<file path="config.mk">
export PLATFORM = sky130hd
export DESIGN_NAME = alu_cmd_sequencer
export DESIGN_NICKNAME = d
export VERILOG_FILES = /design/src/rtl/config_pkg.sv /design/src/rtl/byte_timeout_timer.sv /design/src/rtl/alu_cmd_sequencer.sv
export SDC_FILE = /design/constraint.sdc
export NUM_CORES = 1
export LEC_CHECK = 0
export BUFFER_PORTS_ARGS = -buffer_cell sky130_fd_sc_hd__buf_2
export CORE_AREA = 2 2 114 144
export DETAILED_ROUTE_END_ITERATION = 12
export DIE_AREA = 0 0 116 146
export GPL_ROUTABILITY_DRIVEN = 0
export PLACE_DENSITY = 0.77
export SLEW_MARGIN = 20
export SYNTH_ARGS = -nofsm -noshare
export SYNTH_HDL_FRONTEND = slang
export SYNTH_HIERARCHICAL = 1
export SYNTH_SLANG_ARGS = --single-unit
</file>
<file path="constraint.sdc">
create_clock -name clk_i -period 3 [get_ports clk_i]
set_input_delay 0.45 -clock clk_i [delete_from_list [all_inputs] [get_ports clk_i]]
set_output_delay 0.45 -clock clk_i [all_outputs]
set_load 0.01 [all_outputs]
</file>
<file path="src/rtl/config_pkg.sv">
// Shared opcodes, header size and FSM state encoding
// for the ALU command sequencer.
package config_pkg;

  localparam logic [7:0] OP_ECHO = 8'hEC;
  localparam logic [7:0] OP_ADD  = 8'hAD;
  localparam logic [7:0] OP_MUL  = 8'h88;

  localparam int HDR_BYTES = 4;

  typedef enum logic [3:0] {
    S_OPCODE,
    S_RSV,
    S_LEN_L,
    S_LEN_H,
    S_ECHO,
    S_WORD,
    S_MUL_WAIT,
    S_RESP,
    S_DRAIN
  } seq_state_e;

endpackage

</file>
<file path="src/rtl/byte_timeout_timer.sv">
// Inter-byte idle counter; saturates at TIMEOUT_CYCLES
// and flags expiry until cleared.
module byte_timeout_timer #(
  parameter int unsigned TIMEOUT_CYCLES = 100000
) (
  input  logic clk_i,
  input  logic rst_i,
  input  logic en_i,
  input  logic clear_i,
  output logic expired_o
);

  localparam int W = $clog2(TIMEOUT_CYCLES + 1);

  logic [W-1:0] cnt_q;

  assign expired_o = (cnt_q == W'(TIMEOUT_CYCLES));

  always_ff @(posedge clk_i) begin
    if (rst_i || clear_i) begin
      cnt_q <= '0;
    end else if (en_i && !expired_o) begin
      cnt_q <= cnt_q + 1'b1;
    end
  end

endmodule

</file>
<file path="src/rtl/alu_cmd_sequencer.sv">
// Packet parser and sequencer for echo/add/multiply
// commands between UART byte streams and the ALU.
module alu_cmd_sequencer
  import config_pkg::*;
#(
  parameter int unsigned TIMEOUT_CYCLES = 100000
) (
  input  logic        clk_i,
  input  logic        rst_i,
  input  logic [7:0]  rx_data_i,
  input  logic        rx_valid_i,
  output logic        rx_ready_o,
  output logic [7:0]  tx_data_o,
  output logic        tx_valid_o,
  input  logic        tx_ready_i,
  output logic [31:0] mul_a_o,
  output logic [31:0] mul_b_o,
  output logic        mul_start_o,
  input  logic        mul_done_i,
  input  logic [31:0] mul_result_i,
  output logic        busy_o,
  output logic        err_o
);

  seq_state_e  state_q, state_d;
  logic [7:0]  op_q, len_l_q;
  logic [15:0] rem_q, len;
  logic [31:0] acc_q, word_q, full, acc_sh;
  logic [1:0]  bidx_q;
  logic        first_q, mul_start_q, err_q, err_d;
  logic        rdy, txv;
  logic [7:0]  txd;
  logic        rx_fire, tx_fire;
  logic        timing, expired, abort;

  assign len    = {rx_data_i, len_l_q};
  assign full   = {word_q[23:0], rx_data_i};
  assign acc_sh = acc_q << {bidx_q, 3'b000};

  assign timing = state_q inside {S_RSV, S_LEN_L, S_LEN_H,
                                  S_WORD, S_ECHO, S_DRAIN};
  assign abort  = expired & timing;

  byte_timeout_timer #(
    .TIMEOUT_CYCLES(TIMEOUT_CYCLES)
  ) u_timer (
    .clk_i    (clk_i),
    .rst_i    (rst_i),
    .en_i     (timing & ~rx_fire),
    .clear_i  (rx_fire | (state_q == S_OPCODE) | expired),
    .expired_o(expired)
  );

  // Handshake outputs; held low while reset is asserted.
  always_comb begin
    rdy = 1'b0;
    txv = 1'b0;
    txd = 8'h00;
    unique case (state_q)
      S_ECHO: begin
        rdy = tx_ready_i;
        txv = rx_valid_i;
        txd = rx_data_i;
      end
      S_RESP: begin
        txv = 1'b1;
        txd = acc_sh[31:24];
      end
      S_MUL_WAIT: ;
      default: rdy = 1'b1;
    endcase
    if (abort || rst_i) begin
      rdy = 1'b0;
      txv = 1'b0;
      txd = 8'h00;
    end
  end

  assign rx_ready_o  = rdy;
  assign tx_valid_o  = txv;
  assign tx_data_o   = txd;
  assign rx_fire     = rx_valid_i & rdy;
  assign tx_fire     = txv & tx_ready_i;
  assign mul_a_o     = acc_q;
  assign mul_b_o     = word_q;
  assign mul_start_o = mul_start_q;
  assign busy_o      = (state_q != S_OPCODE);
  assign err_o       = err_q;

  always_comb begin
    state_d = state_q;
    err_d   = 1'b0;
    if (abort) begin
      state_d = S_OPCODE;
      err_d   = 1'b1;
    end else begin
      unique case (state_q)
        S_OPCODE: if (rx_fire) state_d = S_RSV;
        S_RSV:    if (rx_fire) state_d = S_LEN_L;
        S_LEN_L:  if (rx_fire) state_d = S_LEN_H;
        S_LEN_H: if (rx_fire) begin
          if (len < 16'(HDR_BYTES)) begin
            state_d = S_OPCODE;
            err_d   = 1'b1;
          end else if (len == 16'(HDR_BYTES)) begin
            state_d = S_OPCODE;
          end else if (op_q == OP_ECHO) begin
            state_d = S_ECHO;
          end else if ((op_q == OP_ADD || op_q == OP_MUL)
                       && len[1:0] == 2'b00) begin
            state_d = S_WORD;
          end else begin
            state_d = S_DRAIN;
            err_d   = 1'b1;
          end
        end
        S_ECHO, S_DRAIN:
          if (rx_fire && rem_q == 16'd1) state_d = S_OPCODE;
        S_WORD: if (rx_fire && rem_q[1:0] == 2'd1) begin
          if (!first_q && op_q == OP_MUL) state_d = S_MUL_WAIT;
          else if (rem_q == 16'd1) state_d = S_RESP;
        end
        S_MUL_WAIT: if (mul_done_i)
          state_d = (rem_q == 16'd0) ? S_RESP : S_WORD;
        S_RESP: if (tx_fire && bidx_q == 2'd3) state_d = S_OPCODE;
        default: state_d = S_OPCODE;
      endcase
    end
  end

  always_ff @(posedge clk_i) begin
    if (rst_i) state_q <= S_OPCODE;
    else       state_q <= state_d;
  end

  // rem_q counts payload bytes left; its low bits mark the 4th byte of a word.
  always_ff @(posedge clk_i) begin
    if (rst_i) begin
      op_q        <= '0;
      len_l_q     <= '0;
      rem_q       <= '0;
      acc_q       <= '0;
      word_q      <= '0;
      bidx_q      <= '0;
      first_q     <= 1'b0;
      mul_start_q <= 1'b0;
      err_q       <= 1'b0;
    end else begin
      err_q       <= err_d;
      mul_start_q <= 1'b0;
      unique case (state_q)
        S_OPCODE: if (rx_fire) begin
          op_q    <= rx_data_i;
          first_q <= 1'b1;
          bidx_q  <= '0;
        end
        S_LEN_L: if (rx_fire) len_l_q <= rx_data_i;
        S_LEN_H: if (rx_fire) rem_q <= len - 16'(HDR_BYTES);
        S_ECHO, S_DRAIN: if (rx_fire) rem_q <= rem_q - 16'd1;
        S_WORD: if (rx_fire) begin
          rem_q  <= rem_q - 16'd1;
          word_q <= full;
          if (rem_q[1:0] == 2'd1) begin
            first_q <= 1'b0;
            if (first_q)             acc_q <= full;
            else if (op_q == OP_ADD) acc_q <= acc_q + full;
            else                     mul_start_q <= 1'b1;
          end
        end
        S_MUL_WAIT: if (mul_done_i) acc_q <= mul_result_i;
        S_RESP: if (tx_fire) bidx_q <= bidx_q + 2'd1;
        default: ;
      endcase
    end
  end

endmodule

</file>
==> impl_metrics.yaml <==
layout:
  antenna_cells_inserted: 0
  layout.cells.most_common: "sky130_fd_sc_hd__nand2_1"
  layout-drive-gt1-share_pct: 20.8
  area_growth_syn_to_layout_pct: 20.8
  multiInputGateArea_um2: 5390
  layout.nets: 1276
  layout_common_cells: "sky130_fd_sc_hd__nand2_1, sky130_fd_sc_hd__dfxtp_1, sky130_fd_sc_hd__buf_2"
  register_area_um2: 2440
  fin_area_um2: 9820
  num-fill-cells: 1400
routing:
  vias_per_cell: 6.17
  drc_errors: 0
  ant_nets: 0
  drt_iter0_markers: 805
  wl_per_instance_um: 18.9
  detailedRoute.firstPassIterationCount: 5
  drt_wl_total_um: 26800
  detailroute.via_count: 8734
power_and_ir_drop:
  power_per_cell_area_nw_per_um2: 409
  worst_ir_drop_vdd_v: 0.000345
  p_leak_nw: 4.00
  overall_power_consumption_mw: 4.01
synth:
  post_synth_instance_area_um2: 8130
  post_synth.cell_area_avg_um2: 7.65
  synth.ff_latch_count: 122
  netlist_instances: 1062
  postSynth.topFlopCell: "sky130_fd_sc_hd__dfxtp_1"
  number_of_enable_flip_flop_cells_after_synthesis: 0
  syn_nets: 1146
  count_of_cell_types_in_the_netlist: 82
  synthArstFlopShare_pct: 0
  synth_top_cell_by_area: "sky130_fd_sc_hd__dfxtp_1"
  synth.top_cell.area_share_pct: 30.1
  ys_warn_count: 6
  synth_sequential_area_ratio_pct: 30.1
  synth_top_cells_by_area: "sky130_fd_sc_hd__dfxtp_1, sky130_fd_sc_hd__nand2_1, sky130_fd_sc_hd__a21oi_1"
sta:
  finalSetupViolations: 0
  maxSlewHeadroom_pct: 44.7
  timing.final.crit_period_ps: 2890
  report.final.hold_viol_count: 0
  grt_setup_unrepaired: "false"
  accumulated_negative_setup_slack_ps: 0
  fmax_mhz: 346
  worst_slew_pin_slew_ps: 830
  number_of_max_slew_violations_in_the_final_report: 0
  timing.final.crit_share_pct: 96.2
  timing.clock.skew_ps: 11.1
setup_path:
  timing_worst_setup_path_type: "flip-flop to output port"
  end_kind: "output port"
  crit_required_ps: 2550
  worstRegToRegCells: 14
  critical_path.max_fanout: 13
  timing.critical_path.arrival_ps: 2440
  start_kind: "flip-flop"
global_route:
  via_count_of_the_first_global_routing_pass: 8239
  grt_start_max_net_pins: 77
  grt_use_total_pct: 32.1
  globalRoute.totalOverflow: 0
  number_of_antenna_violations_at_the_first_check_in_global_routing: 0
  wire_length_of_the_first_global_routing_pass_um: 42900
flow_run:
  maxCapViolCount: 0
cts:
  cts_tree: "done"
  clock_tree.buffer_depth: 2
  cts.reportedPaths.clkPinSlew_ps: 50
  cts.htree.levels: 4
  clock-sinks: 122
  clock_insertion_delay_at_the_later_pin_of_the_skew_report_ps: 420
  clockRootBuffer: "sky130_fd_sc_hd__clkbuf_16"
  cts_buffers: 17
die:
  total_number_of_placement_rows: 51
  floorplan.die_area_um2: 16900
  die_width_um: 116
  io_pins: 122
  area_of_the_placeable_core_um2: 15400
  initial_utilization_pct: 52.6
  die-height_um: 146
place:
  place.detailed.hpwl_um: 19200
  port_buffers: 121
  placedInstanceArea_um2: 9140
worst_hold_path:
  hold_depth: 3
  hold_path.class: "input pin to flip-flop"
status:
  result_of_the_run: "finished clean"
## final timing paths
check / start / end / slack, ps
worst max-delay path: u_timer/cnt_q[0] / tx_data_o[3] / 110
worst max register to register: u_timer/cnt_q[0] / mul_a_o[17] / 170
worst min register to register: mul_b_o[28] / mul_b_o[28] / 450
worst min-delay path: mul_result_i[1] / mul_a_o[1] / 310
## report_power, final
| part | switching, mW | total (mW) | internal [mW] | leakage (nW) |
|---|---|---|---|---|
| combinational | 0.152 | 0.245 | 0.0939 | 2.73 |
| clock | 0.743 | 2.12 | 1.38 | 0.291 |
| sequential | 0.0131 | 1.64 | 1.63 | 0.984 |
| total | 0.908 | 4.01 | 3.11 | 4.00 |
## layout make-up
cell class	count	area share, %
Clock buffer	23	4.97
Clock inverter	7	1.17
Inverter	24	0.918
Multi-Input combinational cell	850	54.9
Sequential cell	122	24.9
Tap cell	212	2.70
Timing Repair Buffer	177	10.5
## Yosys cell counts (all sizes together) (5+ instances only)
| master | number |
|---|---|
| and2 | 8 |
| a21o | 17 |
| nor3 | 43 |
| nand2 | 150 |
| clkbuf | 52 |
| xnor2 | 24 |
| mux4 | 8 |
| or4 | 6 |
| a22oi | 16 |
| nand4 | 16 |
| dfxtp | 122 |
| a31oi | 6 |
| o21ai | 58 |
| a221oi | 5 |
| and3 | 6 |
| nor2 | 114 |
| o211ai | 27 |
| a21oi | 111 |
| nand3 | 27 |
| ha | 38 |
| buf | 14 |
| nor4 | 12 |
| o21a | 7 |
| xor2 | 21 |
| nor2b | 5 |
| inv | 24 |
| or3 | 14 |
| nand2b | 7 |
| mux2i | 25 |
| a211oi | 8 |
## sequential cells by signal, summed over array words and instances (netlist names)
name and cells:
mul_a_o 32, mul_b_o 32, u_timer/cnt_q 17, rem_q 16, len_l_q 8, op_q 8
state_q 4, bidx_q 2, err_o 1, first_q 1, mul_start_o 1
## layer usage
metal,track usage [%],part of all wire (%),vias up
met1,39.3,38,4075
li1,-,-,4124
met3,6.21,7.5,94
met2,52.6,49,441
met5,0,0,-
met4,17.4,5.4,0
## repair_timing
action	4_1_cts	5_1_grt
resized for setup	0	15
setup endpoints to repair	0	28
hold buffers	0	0
buffers inserted	0	2
## critical path: stages, from the launching register on
cell	delay, ps
sky130_fd_sc_hd__dfxtp_1	350
sky130_fd_sc_hd__inv_1	80
sky130_fd_sc_hd__ha_1	190
sky130_fd_sc_hd__nor4b_2	160
sky130_fd_sc_hd__and4_1	230
sky130_fd_sc_hd__o21a_2	130
sky130_fd_sc_hd__buf_4	160
sky130_fd_sc_hd__or2_4	310
sky130_fd_sc_hd__nor2_1	230
sky130_fd_sc_hd__buf_2	180
## cells by family after synthesis
family | synth area share, %
AND/OR/NAND/NOR | 25.7
AO/OA/AOI/OAI | 23.5
flip-flops | 30.1
buffers and inverters | 4.53
XOR/XNOR | 4.85
adder cells (fa/ha/maj) | 6.10
multiplexers | 5.30
## through the flow
stage	cells	util, %	setup slack [ps]	hold slack (ps)
after floorplan	1062	-	34.2	450
after global placement	1383	59.2	134	440
after detailed placement	1383	59.2	81.9	443
after CTS	1413	63.1	19.4	293
after global routing	1415	63.6	1.26	314
final	1415	63.6	113	308
Note: power is estimated with default switching activity, not from simulation.
